## config.mk

```make
export PLATFORM = sky130hd
export DESIGN_NAME = systolic_feeder_flat
export DESIGN_NICKNAME = d
export VERILOG_FILES = /design/src/rtl/systolic_feeder_if.sv /design/src/rtl/systolic_feeder.sv /design/src/flat_wrapper.sv
export SDC_FILE = /design/constraint.sdc
export NUM_CORES = 1
export LEC_CHECK = 0
export ABC_AREA = 0
export CAP_MARGIN = 20
export CORE_AREA = 2 2 189 191
export CTS_BUF_LIST = sky130_fd_sc_hd__clkbuf_4 sky130_fd_sc_hd__clkbuf_8
export CTS_CLUSTER_DIAMETER = 40
export DETAILED_ROUTE_END_ITERATION = 12
export DIE_AREA = 0 0 191 193
export GPL_TIMING_DRIVEN = 0
export HOLD_SLACK_MARGIN = 0.1
export PLACE_DENSITY = 0.73
export SKIP_CTS_REPAIR_TIMING = 1
export SLEW_MARGIN = 0
export SYNTH_ARGS = -nofsm -noshare
export SYNTH_HDL_FRONTEND = slang
export SYNTH_SLANG_ARGS = --single-unit
```

## constraint.sdc

```tcl
create_clock -name i_clk -period 4.3 [get_ports i_clk]
set_input_delay 1.29 -clock i_clk [delete_from_list [all_inputs] [get_ports i_clk]]
set_output_delay 1.29 -clock i_clk [all_outputs]
set_load 0.01 [all_outputs]
```

## src/rtl/systolic_feeder_if.sv

```systemverilog
// Host-side bus of the systolic feeder: operand matrices, start handshake,
// array feed vectors and the captured result.
interface systolic_feeder_if #(parameter int W = 8);
  logic                i_start;
  logic [9*W-1:0]      i_A;
  logic [9*W-1:0]      i_B;
  logic [18*W-1:0]     i_C;
  logic                o_arr_rst_n;
  logic [W-1:0]        o_A11, o_A21, o_A31;
  logic [W-1:0]        o_B11, o_B12, o_B13;
  logic                o_busy;
  logic                o_valid;
  logic [18*W-1:0]     o_C;

  modport slave (
    input  i_start, i_A, i_B, i_C,
    output o_arr_rst_n, o_A11, o_A21, o_A31, o_B11, o_B12, o_B13,
           o_busy, o_valid, o_C
  );

  modport master (
    output i_start, i_A, i_B, i_C,
    input  o_arr_rst_n, o_A11, o_A21, o_A31, o_B11, o_B12, o_B13,
           o_busy, o_valid, o_C
  );
endinterface

```

## src/rtl/systolic_feeder.sv

```systemverilog
// Sequencer for the 3x3 output-stationary MAC array: clear, feed A columns /
// B rows for k=0..2, drain, then capture the result with a one-cycle valid.

module systolic_feeder_lane #(
  parameter int W = 8
) (
  input  logic              i_en,
  input  logic [1:0]        i_k,
  input  logic [2:0][W-1:0] i_arow,
  input  logic [2:0][W-1:0] i_bcol,
  output logic [W-1:0]      o_a,
  output logic [W-1:0]      o_b
);
  always_comb begin
    o_a = '0;
    o_b = '0;
    if (i_en && (i_k != 2'd3)) begin
      o_a = i_arow[i_k];
      o_b = i_bcol[i_k];
    end
  end
endmodule

module systolic_feeder #(
  parameter int DRAIN = 6,
  parameter int W     = 8
) (
  input  logic               i_clk,
  input  logic               i_rst_n,
  systolic_feeder_if.slave   ifc
);
  localparam int CW = $clog2(DRAIN) + 1;

  typedef enum logic [2:0] {
    S_IDLE  = 3'd0,
    S_CLEAR = 3'd1,
    S_FEED  = 3'd2,
    S_DRAIN = 3'd3,
    S_DONE  = 3'd4
  } state_t;

  state_t                      r_state, w_state_nxt;
  logic [CW-1:0]               r_cnt, w_cnt_nxt;
  logic                        w_latch, w_capture;
  logic [2:0][2:0][W-1:0]      r_A, r_B;
  logic [18*W-1:0]             r_C;

  logic                        w_feed;
  logic [2:0][2:0][W-1:0]      w_bcol;
  logic [2:0][W-1:0]           w_a, w_b;

  always_ff @(posedge i_clk) begin
    if (!i_rst_n) begin
      r_state <= S_IDLE;
      r_cnt   <= '0;
    end else begin
      r_state <= w_state_nxt;
      r_cnt   <= w_cnt_nxt;
    end
  end

  always_comb begin
    w_state_nxt = r_state;
    w_cnt_nxt   = r_cnt;
    w_latch     = 1'b0;
    w_capture   = 1'b0;
    case (r_state)
      S_IDLE: begin
        if (ifc.i_start) begin
          w_latch     = 1'b1;
          w_state_nxt = S_CLEAR;
        end
      end
      S_CLEAR: begin
        w_state_nxt = S_FEED;
        w_cnt_nxt   = '0;
      end
      S_FEED: begin
        if (r_cnt == CW'(2)) begin
          w_state_nxt = S_DRAIN;
          w_cnt_nxt   = '0;
        end else begin
          w_cnt_nxt = r_cnt + CW'(1);
        end
      end
      S_DRAIN: begin
        // The array output is settled only after the full drain window.
        if (r_cnt == CW'(DRAIN - 1)) begin
          w_capture   = 1'b1;
          w_state_nxt = S_DONE;
          w_cnt_nxt   = '0;
        end else begin
          w_cnt_nxt = r_cnt + CW'(1);
        end
      end
      S_DONE:  w_state_nxt = S_IDLE;
      default: w_state_nxt = S_IDLE;
    endcase
  end

  always_ff @(posedge i_clk) begin
    if (!i_rst_n) begin
      r_A <= '0;
      r_B <= '0;
      r_C <= '0;
    end else begin
      if (w_latch) begin
        r_A <= ifc.i_A;
        r_B <= ifc.i_B;
      end
      if (w_capture) r_C <= ifc.i_C;
    end
  end

  assign w_feed = (r_state == S_FEED);

  // Lane g drives row input A[g][k] and column input B[k][g].
  for (genvar g = 0; g < 3; g++) begin : g_lane
    for (genvar k = 0; k < 3; k++) begin : g_tr
      assign w_bcol[g][k] = r_B[k][g];
    end
    systolic_feeder_lane #(.W(W)) u_lane (
      .i_en   (w_feed),
      .i_k    (r_cnt[1:0]),
      .i_arow (r_A[g]),
      .i_bcol (w_bcol[g]),
      .o_a    (w_a[g]),
      .o_b    (w_b[g])
    );
  end

  assign ifc.o_A11 = w_a[0];
  assign ifc.o_A21 = w_a[1];
  assign ifc.o_A31 = w_a[2];
  assign ifc.o_B11 = w_b[0];
  assign ifc.o_B12 = w_b[1];
  assign ifc.o_B13 = w_b[2];

  // Combinational so a block reset clears the array in the same cycle.
  assign ifc.o_arr_rst_n = i_rst_n & (r_state != S_CLEAR);
  assign ifc.o_busy      = (r_state != S_IDLE);
  assign ifc.o_valid     = (r_state == S_DONE);
  assign ifc.o_C         = r_C;
endmodule

```

## src/flat_wrapper.sv

```systemverilog
// flat-port wrapper written by rule: the top's interface ports become plain ports
module systolic_feeder_flat 
#(
  parameter int DRAIN = 6,
  parameter int W     = 8
)
  (i_clk, i_rst_n, ifc_i_start, ifc_i_A, ifc_i_B, ifc_i_C, ifc_o_arr_rst_n, ifc_o_A11, ifc_o_A21, ifc_o_A31, ifc_o_B11, ifc_o_B12, ifc_o_B13, ifc_o_busy, ifc_o_valid, ifc_o_C);
  systolic_feeder_if #(.W(W)) ifc_i ();
  input  logic i_clk;
  input  logic i_rst_n;
  input wire logic [$bits(ifc_i.i_start)-1:0] ifc_i_start;
  input wire logic [$bits(ifc_i.i_A)-1:0] ifc_i_A;
  input wire logic [$bits(ifc_i.i_B)-1:0] ifc_i_B;
  input wire logic [$bits(ifc_i.i_C)-1:0] ifc_i_C;
  output wire logic [$bits(ifc_i.o_arr_rst_n)-1:0] ifc_o_arr_rst_n;
  output wire logic [$bits(ifc_i.o_A11)-1:0] ifc_o_A11;
  output wire logic [$bits(ifc_i.o_A21)-1:0] ifc_o_A21;
  output wire logic [$bits(ifc_i.o_A31)-1:0] ifc_o_A31;
  output wire logic [$bits(ifc_i.o_B11)-1:0] ifc_o_B11;
  output wire logic [$bits(ifc_i.o_B12)-1:0] ifc_o_B12;
  output wire logic [$bits(ifc_i.o_B13)-1:0] ifc_o_B13;
  output wire logic [$bits(ifc_i.o_busy)-1:0] ifc_o_busy;
  output wire logic [$bits(ifc_i.o_valid)-1:0] ifc_o_valid;
  output wire logic [$bits(ifc_i.o_C)-1:0] ifc_o_C;
  assign ifc_i.i_start = ifc_i_start;
  assign ifc_i.i_A = ifc_i_A;
  assign ifc_i.i_B = ifc_i_B;
  assign ifc_i.i_C = ifc_i_C;
  assign ifc_o_arr_rst_n = ifc_i.o_arr_rst_n;
  assign ifc_o_A11 = ifc_i.o_A11;
  assign ifc_o_A21 = ifc_i.o_A21;
  assign ifc_o_A31 = ifc_i.o_A31;
  assign ifc_o_B11 = ifc_i.o_B11;
  assign ifc_o_B12 = ifc_i.o_B12;
  assign ifc_o_B13 = ifc_i.o_B13;
  assign ifc_o_busy = ifc_i.o_busy;
  assign ifc_o_valid = ifc_i.o_valid;
  assign ifc_o_C = ifc_i.o_C;
  systolic_feeder #(.DRAIN(DRAIN), .W(W)) u_core (.i_clk(i_clk), .i_rst_n(i_rst_n), .ifc(ifc_i));
endmodule
```

# After elaboration in Yosys (flattened, before gate mapping)
# Cells that the tools add are included.
# classes
reduce_logical	5
n_eq_ne	11
mux	29
n_bitwise	1
n_addsub	1
order_cmp	1
# op_table
cell	n
binary-select mux 8 bit (select 2 bit)	6
2-to-1 mux 8 bit	12
case mux 3 bit (4 select lines)	1
case mux 4 bit (3 select lines)	1
2-to-1 mux 3 bit	3
2-to-1 mux 4 bit	2
equality test 3 x 2 -> 1 bit (second input constant)	2
nonzero test 3 bit	2
adder 4 x 1 -> 4 bit (second input constant)	1
equality test 4 x 2 -> 1 bit (second input constant)	1
equality test 4 x 3 -> 1 bit (second input constant)	1
2-to-1 mux 1 bit	4
!= test 2 x 1 -> 1 bit (second input constant)	2
!= test 2 bit (second input constant)	2
equality test 3 x 1 -> 1 bit (second input constant)	1
equality test 3 bit (second input constant)	1
zero test 3 bit	1
less-than comparator 2 x 3 -> 1 bit (second input constant)	1
!= test 3 x 1 -> 1 bit (second input constant)	1
AND reduction 3 bit	1
AND 1 bit	1
logical AND 1 bit	1
# totals
wordCells	69
output_inout_bits	195
register_bits	295
input_bits	291

# Depth between registers and ports, before layout
# Gate-level depths: netlist (run 1).
# depth
word_depth	3
mapped_depth	7
depth_no_buf	3

# By module
# From an unflattened synthesis (run 1), not the netlist that was laid out.
# unflattened
hier_cells	1522
hier_area_um2	11872.6
# modules_own_cells
mod	cells_per_inst	seq_area_each_um2	n_inst	area_per_inst_um2
systolic_feeder	1306	5905.7	1	10277.4
systolic_feeder_lane	72	0.0	3	531.8

# Least setup slack after synthesis (run 1)
# Ideal clock, no wire load.
# synth_path
path_kind	input to output
start	input port i_rst_n
end	output port ifc_o_arr_rst_n
t_arrival_ps	2130
path_buffers	3
slack_ps	880
stages	4
t_required_ps	3010
cell_sequence	buf_2 -> buf_2 -> buf_1 -> o31a_1
# synth_via
elab_chain_cells	1
# synth_rtl
element	line_no	source
start: declaration	flat_wrapper.sv:10	input logic i_rst_n;
AND 1 bit	systolic_feeder.sv:140	assign ifc.o_arr_rst_n = i_rst_n & (r_state != S_CLEAR);
end: declaration	flat_wrapper.sv:15	output wire logic [$bits(ifc_i.o_arr_rst_n)-1:0] ifc_o_arr_rst_n;
# No other way between the ends.

# Worst setup path in the final report (run 1)
# Same ends and word-level chain as after synthesis.

==> flow_summary_export.csv, run 1 <==
group,metric,value,unit
sta,clock_skew,0.0191,ns
detailed_routing,postRouteAntennaNets,0,
critical_path,cp_num_buf_inv,3,
critical_path,critPathKind,"in -> out",
sta,holdWs,0.454,ns
sta,setup_viol,0,
clock_tree,cts_buffer_depth,3,
critical_path,reg2regPathDepth,7,
final_layout,num-fill-cells,3209,
synthesis,yosysTopAreaCell,"dfxtp_1",
final_layout,fin_util,54.6,%
sta,period_share,96.4,%
synthesis,postSynthCellCount,1489,
synthesis,synth_nets,1780,
synthesis,synthTopCellsByArea,"dfxtp_1 (47%), nand2_1 (19%), mux2i_1 (12%)",
floorplan,core,35000,um2
synthesis,ys_seq_area_share,47.1,%
critical_path,cp-start-kind,"input pin",
grt,grt.overflow.total,0,
floorplan,die_height,193,um
pwr,vdd_drop_max,252,uV
synthesis,synth_seq_cells,295,
clock_tree,cts.clk_slew.worst_paths,0.06,ns
pwr,power.internal,4.96,mW
critical_path,path_cells,"buf_2, buf_2, o31a_1, clkdlybuf4s50_1",
synthesis,avgSynthCellArea,8.41,um2
final_layout,seq_area,5910,um2
pwr,switching_power,1.68,mW
clock_tree,cts_buffers,51,
sta,worst_pin_slew,0.814,ns
grt,grt_pass1_wl,66100,um
synthesis,syn_area,12500,um2
grt,antenna_found_initial,3,
min_path,hp-start,"u_core.r_A[17]",
clock_tree,clk_latency,0.58,ns
detailed_routing,drtIter0Drc,512,
critical_path,slowest_delay,0.58,ns
final_layout,final-instance-count-excl-fill,2526,
critical_path,required,3.01,ns
critical_path,reg2reg_setup_slack,2.49,ns
floorplan,dieArea,36900,um2
detailed_routing,routed_wl,45000,um
synthesis,ys_types,37,
clock_tree,htree_levels,2,
final_layout,syn_to_final_growth,52.4,%
status,status,"finished, final reports clean",
critical_path,cp.arrival,2.86,ns
pwr,combPwrFrac,14.2,%
min_path,hold_end,"u_core.r_A[17]",
pwr,power_leakage,6.91,nW
critical_path,endpoint_kind,"output pin",
final_layout,multi_input_area,5930,um2
sta,hold_viol,0,
min_path,whs_path_depth,2,
critical_path,slowest_stage,"clkdlybuf4s50_1",
synthesis,synth.top_cell.area_share,47.1,%
clock_tree,cts_root_buffer,"clkbuf_8",
detailed_routing,via_count,12100,
place,io_buffers,484,
sta,rsz0062_at_grt,"false",
floorplan,die_w,191,um
grt,grt_pass1_vias,12100,
floorplan,initial_utilization,35.8,%
clock_tree,cts.sinks,295,
critical_path,crit_top_cell,"buf_2",
detailed_routing,route.detailed.drc,0,
pwr,p_sw_share,25.3,%
sta,slew_headroom,45.7,%
min_path,min_path_type,"reg -> reg",
grt,track_usage,23.4,%
floorplan,ios,486,
critical_path,path_max_fanout,19,
job,max-cap-violations,0,
critical_path,regToRegStartpoint,"u_core.r_state[0]",
synthesis,yosys_warnings,0,
pwr,p_clk_share,42.1,%
pwr,pwr-share-seq,43.7,%
critical_path,timing.rr.end,"u_core.ifc.o_C[138]",
pwr,powerDensity,348,nW/um2
floorplan,rows,69,
final_layout,layout-drive-gt1-share,9.84,%
grt,grt_max_degree,13,
place,dp_hpwl,34500,um
critical_path,critPathTopFamily,"buffers and inverters",
sta,drv_slew,0,
detailed_routing,via_per_inst,4.78,
sta,clock.fmax,0.241,GHz
place,place_inst,2434,
detailed_routing,dr.pass1.iters,5,
detailed_routing,routedWlPerCell,17.8,um
clock_tree,cts_tree,"yes",
sta,min_period,4.15,ns
place,gp_congestion,0.863,
final_layout,nets,2316,
==> synth_stat cells <==
| cell type | instances |
|---|---|
| o211ai_1 | 1 |
| a22oi_1 | 28 |
| mux2i_1 | 146 |
| a211oi_1 | 1 |
| a211o_1 | 1 |
| nand2b_1 | 2 |
| mux2_2 | 48 |
| buf_1 | 2 |
| dfxtp_1 | 295 |
| nor3_1 | 2 |
| o21bai_1 | 1 |
| a31oi_1 | 2 |
| nand3b_1 | 1 |
| a21oi_1 | 78 |
| clkinv_1 | 1 |
| or3_1 | 4 |
| o21ai_0 | 1 |
| buf_6 | 21 |
| clkbuf_1 | 64 |
| nor3b_1 | 3 |
| a21boi_1 | 4 |
| inv_1 | 2 |
| nor4b_2 | 1 |
| buf_2 | 26 |
| a32oi_1 | 1 |
| buf_4 | 9 |
| o31a_1 | 1 |
| or4b_1 | 1 |
| nor2b_1 | 2 |
| a311oi_1 | 1 |
| o22ai_1 | 1 |
| nor2_1 | 30 |
| and3b_1 | 1 |
| nor3_2 | 1 |
| nand2_1 | 620 |
| nand3_1 | 2 |
| a21boi_0 | 84 |
==> worst register-to-register path: stages, from the launching register on <==
cell,delay [ns]
dfxtp_1,0.32
buf_2,0.21
nand3b_1,0.17
nor3_2,0.18
buf_4,0.24
buf_6,0.21
buf_6,0.20
mux2i_1,0.21
==> worst max path at each step <==
stage	cells past startpoint	endpoint	slack (ns)	startpoint
after detailed placement	5	ifc_o_arr_rst_n	-0.17	i_rst_n
after global placement	5	ifc_o_arr_rst_n	-0.19	i_rst_n
after CTS	5	ifc_o_arr_rst_n	-0.19	i_rst_n
after global routing	4	ifc_o_arr_rst_n	0.07	i_rst_n
after floorplan	4	ifc_o_arr_rst_n	0.88	i_rst_n
final	4	ifc_o_arr_rst_n	0.15	i_rst_n
==> area by class of cell <==
type / count / area share, %
multi-input cells: 1069 / 31.1
repair buffers: 484 / 25.4
clock inverters: 9 / 0.498
diodes: 1 / 0.0131
plain buffers: 121 / 3.59
well taps: 461 / 3.02
flip-flops and latches: 295 / 30.9
clock buffers: 83 / 5.46
inverters: 3 / 0.0590
==> metrics by stage <==
step | cell area, um2 | setup TNS, ns | setup WS (ns) | total power, mW
final | 19100 | 0 | 0.155 | 6.65
after floorplan | 12500 | 0 | 0.880 | 3.42
after global placement | 17900 | -0.193 | -0.193 | 3.89
after detailed placement | 17900 | -0.167 | -0.167 | 3.91
after global routing | 19100 | 0 | 0.0693 | 6.95
after CTS | 19100 | -0.228 | -0.191 | 6.72
==> power groups by stage <==
| stage | clock, mW | combinational (mW) | sequential [mW] |
|---|---|---|---|
| floorplan | 0 | 0.474 | 2.94 |
| global placement | 0 | 0.928 | 2.96 |
| detailed placement | 0 | 0.941 | 2.97 |
| CTS | 2.87 | 0.947 | 2.91 |
| global route | 2.99 | 1.04 | 2.92 |
| finish | 2.80 | 0.942 | 2.91 |
==> cell families (layout without fill, tap and decap cells) <==
kind of cell           after synthesis  count (layout)  share of synthesized area (%)
buffers and inverters              125             700                           5.53
AND/OR/NAND/NOR                    670             670                           20.6
flip-flops                         295             295                           47.1
AO/OA/AOI/OAI                      205             205                           10.7
multiplexers                       194             194                           16.0
other                                0               1                              0
==> metal layers <==
layer | track usage, % | part of all wire [%] | vias up
met2 | 41.3 | 49 | 410
met3 | 6.86 | 8.0 | 106
met5 | 0 | 0.071 | -
li1 | - | - | 5949
met1 | 25.8 | 38 | 5600
met4 | 11.3 | 4.5 | 4
==> layout by cell type, fill, tap and decap left out, drive strengths merged <==
cell,n
or4b,1
a211oi,1
nor2,30
bufinv,2
mux2i,146
o211ai,1
nand2b,2
a32oi,1
or3,4
diode,1
clkdlybuf4s50,484
a22oi,28
buf,57
a21oi,78
nor3,3
nor4b,1
nor3b,3
nand2,620
mux2,48
dfxtp,295
inv,2
and3b,1
a31oi,2
o31a,1
a211o,1
o22ai,1
clkinv,8
nand3b,1
o21bai,1
o21ai,1
a311oi,1
nand3,2
clkbuf,147
nor2b,2
a21boi,88
==> sequential cells by signal, summed over array words and instances, names as in the netlist <==
name	count
u_core.ifc.o_C	144
u_core.r_B	72
u_core.r_state	3
u_core.r_A	72
u_core.r_cnt	4
(Power assumes the default switching activity.)
==> inputs of run 2 (changes only) <==
- CTS_CLUSTER_SIZE: not set -> 16
==> flow_summary_export.csv, run 2 (synthesis gave the netlist of run 1 again) <==
group,metric,value,unit
critical_path,crit_top_cell,"buf_2",
clock_tree,htree_levels,2,
final_layout,num-fill-cells,3225,
critical_path,cp-startpoint,"i_rst_n",
sta,clock_skew,0.0222,ns
detailed_routing,route.detailed.drc,0,
critical_path,timing.rr.end,"u_core.ifc.o_C[126]",
sta,min_period,4.14,ns
pwr,vdd_drop_max,257,uV
final_layout,final-instance-count-excl-fill,2514,
critical_path,regToRegStartpoint,"u_core.r_state[0]",
clock_tree,cts.clk_slew.worst_paths,0.07,ns
final_layout,layout_commonest_cell,"nand2_1",
critical_path,reg2reg_setup_slack,2.49,ns
sta,rsz0062_at_grt,"false",
detailed_routing,via_count,12000,
clock_tree,clk_latency,0.56,ns
grt,grt_pass1_vias,12000,
grt,grt.overflow.total,0,
critical_path,reg2regPathDepth,7,
sta,holdWs,0.455,ns
clock_tree,cts_buffers,43,
final_layout,most-common-layout-cells,"nand2_1 (620), clkdlybuf4s50_1 (484), dfxtp_1 (295)",
critical_path,path_cells,"buf_2, buf_2, o31a_1, clkdlybuf4s50_1",
clock_tree,cts.sinks,295,
clock_tree,cts_tree,"yes",
grt,track_usage,23.1,%
place,io_buffers,484,
place,gp_congestion,0.863,
critical_path,slowest_delay,0.58,ns
grt,grt_pass1_wl,65700,um
critical_path,cp.arrival,2.85,ns
detailed_routing,postRouteAntennaNets,0,
final_layout,nets,2308,
min_path,whs_path_depth,2,
sta,setup_viol,0,
pwr,powerDensity,341,nW/um2
sta,fin_setup_tns,0,ns
sta,period_share,96.3,%
place,dp_hpwl,34500,um
sta,drv_slew,0,
clock_tree,cts_root_buffer,"clkbuf_8",
detailed_routing,routed_wl,44600,um
sta,slew_headroom,45.5,%
critical_path,required,3.01,ns
grt,grt_max_degree,14,
floorplan,die_w,191,um
critical_path,cp-start-kind,"input pin",
clock_tree,cts_buffer_depth,3,
floorplan,die_height,193,um
floorplan,rows,69,
final_layout,largest_reg_flops,144,
detailed_routing,routedWlPerCell,17.8,um
sta,worst_pin_slew,0.817,ns
detailed_routing,drtIter0Drc,504,
status,status,"finished, final reports clean",
floorplan,ios,486,
pwr,finalPower,6.47,mW
critical_path,path_max_fanout,19,
place,place_inst,2434,
critical_path,critPathCapture,"ifc_o_arr_rst_n",
sta,clock.fmax,0.242,GHz
critical_path,critPathKind,"in -> out",
min_path,min_path_type,"reg -> reg",
detailed_routing,via_per_inst,4.78,
grt,antenna_found_initial,3,
job,max-cap-violations,0,
floorplan,dieArea,36900,um2
floorplan,core,35000,um2
sta,hold_viol,0,
final_layout,layout-drive-gt1-share,9.31,%
pwr,power_leakage,6.78,nW
floorplan,initial_utilization,35.8,%
critical_path,endpoint_kind,"output pin",
critical_path,slowest_stage,"clkdlybuf4s50_1",
final_layout,syn_to_final_growth,51.4,%
detailed_routing,dr.pass1.iters,5,
-- run 2: cell count changes in the layout (fill, tap and decap cells not counted), moves of 4 or more --
cell,delta
bufinv_16,+4
clkbuf_8,-24
inv_6,+7
clkinvlp_4,+10
clkbuf_4,-12
clkinv_4,+5
-- run 2: final cells by class --
class                           instances  area (um2)  area share [%]
Antenna cell                            1        2.50          0.0132
Buffer                                121         684            3.61
Clock buffer                           47         622            3.28
Clock inverter                         33         385            2.03
Inverter                                3        11.3          0.0594
Multi-Input combinational cell       1069        5930            31.3
Sequential cell                       295        5910            31.1
Tap cell                              461         577            3.04
Timing Repair Buffer                  484        4840            25.6
-- run 2: worst min path at each step --
stage | startpoint | end
CTS | u_core.r_A[17] | u_core.r_A[17]
global route | u_core.r_A[61] | u_core.r_A[61]
finish | u_core.r_A[17] | u_core.r_A[17]
global placement | u_core.r_A[52] | u_core.r_A[52]
detailed placement | u_core.r_A[17] | u_core.r_A[17]
floorplan | u_core.r_A[16] | u_core.r_A[16]
-- run 2: through the flow --
| step | util (%) | worst slack (ns) | cell area (um2) |
|---|---|---|---|
| after floorplan | - | 0.880 | 12500 |
| after detailed placement | 51.3 | -0.167 | 17900 |
| after global routing | 54.2 | 0.0693 | 19000 |
| after global placement | 51.3 | -0.193 | 17900 |
| after CTS | 54.2 | -0.191 | 19000 |
| final | 54.2 | 0.160 | 19000 |
-- run 2: where the power goes --
part	leakage, nW	internal (mW)	total (mW)	switching, mW
clock	0.486	1.39	2.62	1.23
combinational	3.90	0.470	0.941	0.471
sequential	2.40	2.84	2.91	0.0619
-- run 2: routing by layer --
metal	up-vias	global-route usage [%]	part of all wire (%)
li1	5946	-	-
met5	-	0	0.056
met3	94	6.48	7.6
met4	4	9.15	3.9
met2	393	41.9	49
met1	5583	25.5	39
-- run 2: worst max-delay path: cells and delay by family --
kind / cells / cell delay [ns]
AOI/OAI and AO/OA: 1 / 0.20
buffers and inverters: 3 / 1.35
==> inputs of run 3 (changes only) <==
- CELL_PAD_IN_SITES_DETAIL_PLACEMENT: not set -> 0
- CELL_PAD_IN_SITES_GLOBAL_PLACEMENT: not set -> 1
- CORE_AREA: 2 2 189 191 -> not set
- CORE_MARGIN: not set -> 2
- CORE_UTILIZATION: not set -> 35
- DIE_AREA: 0 0 191 193 -> not set
- GPL_ROUTABILITY_DRIVEN: not set -> 0
- PLACE_DENSITY: 0.73 -> 0.93
- REMOVE_ABC_BUFFERS: not set -> 1
==> flow_summary_export.csv, run 3 (synthesis gave the netlist of run 1 again) <==
group,metric,value,unit
status,status,"finished, final reports clean",
pwr,combPwrFrac,13.3,%
detailed_routing,routedWlPerCell,16.8,um
critical_path,slowest_stage,"dfxtp_4",
sta,clock_skew,0.0344,ns
floorplan,die_height,193,um
sta,drv_slew,0,
detailed_routing,route.detailed.drc,0,
sta,slew_headroom,36.1,%
clock_tree,cts.clk_slew.worst_paths,0.07,ns
pwr,power_leakage,6.82,nW
pwr,p_clk_share,43.6,%
clock_tree,cts.sinks,295,
sta,worst_pin_slew,0.959,ns
clock_tree,cts_buffer_depth,3,
min_path,min_path_type,"reg -> reg",
final_layout,num-fill-cells,3268,
grt,grt_max_degree,186,
grt,track_usage,20.6,%
critical_path,endpoint_kind,"output pin",
critical_path,cp-start-kind,"flip-flop",
job,max-cap-violations,0,
detailed_routing,via_count,11500,
clock_tree,htree_levels,2,
pwr,p_sw_share,26.2,%
detailed_routing,drtIter0Drc,390,
grt,antenna_found_initial,6,
final_layout,most-common-layout-cells,"nand2_1 (619), clkdlybuf4s50_1 (484), dfxtp_1 (294)",
final_layout,seq_area,5910,um2
sta,min_period,4.13,ns
final_layout,nets,2229,
grt,grt_pass1_vias,11300,
clock_tree,clk_latency,0.61,ns
place,io_buffers,485,
final_layout,multi_input_area,5980,um2
pwr,power.internal,4.98,mW
final_layout,final-instance-count-excl-fill,2440,
sta,period_share,96.0,%
final_layout,layout_commonest_cell,"nand2_1",
sta,rsz0062_at_grt,"false",
critical_path,cp.arrival,2.84,ns
place,dpl_worst_slack,0.0464,ns
floorplan,ios,486,
grt,grt_pass1_wl,60200,um
final_layout,largest_reg_flops,144,
detailed_routing,via_per_inst,4.73,
pwr,pwr-share-seq,43.2,%
critical_path,path_max_fanout,58,
grt,grt.overflow.total,0,
floorplan,rows,69,
sta,hold_viol,0,
place,place_inst,2341,
floorplan,core,35400,um2
sta,layout_setup_ws,0.171,ns
sta,clock.fmax,0.242,GHz
detailed_routing,postRouteAntennaNets,0,
floorplan,initial_utilization,35.4,%
pwr,powerDensity,353,nW/um2
critical_path,slowest_delay,0.98,ns
detailed_routing,dr.pass1.iters,4,
pwr,vdd_drop_max,245,uV
floorplan,dieArea,37300,um2
critical_path,required,3.01,ns
pwr,switching_power,1.77,mW
place,dp_hpwl,28700,um
clock_tree,cts_root_buffer,"clkbuf_8",
detailed_routing,routed_wl,41000,um
final_layout,syn_to_final_growth,52.7,%
clock_tree,cts_buffers,50,
final_layout,fin_util,54.1,%
sta,setup_viol,0,
critical_path,critPathKind,"reg -> out",
floorplan,die_w,193,um
final_layout,layout-drive-gt1-share,9.21,%
critical_path,path_cells,"mux2_2, a22oi_1, nor2_1, clkdlybuf4s50_1",
clock_tree,cts_tree,"yes",
==> run 3: cell count changes in the layout (fill, tap and decap cells not counted), moves of 5 or more <==
cell	delta
buf_4	-6
clkbuf_2	-5
buf_2	-26
buf_8	+12
buf_6	-17
buf_16	+10
clkbuf_8	+15
clkbuf_1	-59
==> run 3: power groups by stage <==
stage	logic, mW	clock network, mW	registers [mW]
final	0.896	2.94	2.92
after global routing	0.983	3.14	2.93
after CTS	0.887	3.02	2.91
after detailed placement	0.881	0	2.98
after global placement	0.922	0	2.97
after floorplan	0.384	0	2.95
==> run 3: area by class of cell <==
type	count	area share [%]
tap	461	3.01
sequential	295	30.9
clock buffer	62	4.33
clock inverter	29	1.84
antenna	2	0.0262
inverter	3	0.0654
timing repair buffer	518	28.6
multi-input combinational	1070	31.2
==> run 3: per-stage QoR <==
stage	power (mW)	hold WS [ns]	TNS (ns)	cell area [um2]
final	6.75	0.454	0	19100
after global routing	7.05	0.469	0	19100
after CTS	6.82	0.457	-4.68	19000
after detailed placement	3.86	0.447	0	17900
after global placement	3.89	0.441	-2937.80	17300
after floorplan	3.34	0.433	-1250.75	11800
==> run 3: worst paths after layout <==
kind / from / end / slack [ns] / cells past startpoint
max: u_core.r_cnt[1] / ifc_o_B12[5] / 0.17 / 4
max reg2reg: u_core.r_cnt[1] / u_core.ifc.o_C[83] / 0.88 / 10
min: u_core.ifc.o_C[95] / u_core.ifc.o_C[95] / 0.45 / 2
min reg2reg: u_core.ifc.o_C[95] / u_core.ifc.o_C[95] / 0.45 / 2
==> run 3: layer usage <==
metal | part of all wire [%] | global-route usage, %
met5 | 0.098 | 0
met4 | 3.4 | 8.19
met3 | 9.9 | 8.00
met2 | 49 | 36.0
met1 | 38 | 22.2
==> run 3: worst max-delay path, delay by kind of cell (launching register included) <==
| kind | cells | cell delay, ns |
|---|---|---|
| DFF | 1 | 0.98 |
| buffers and inverters | 1 | 0.61 |
| muxes | 1 | 0.30 |
| and+or+nand+nor | 1 | 0.29 |
| AOI/OAI and AO/OA | 1 | 0.06 |
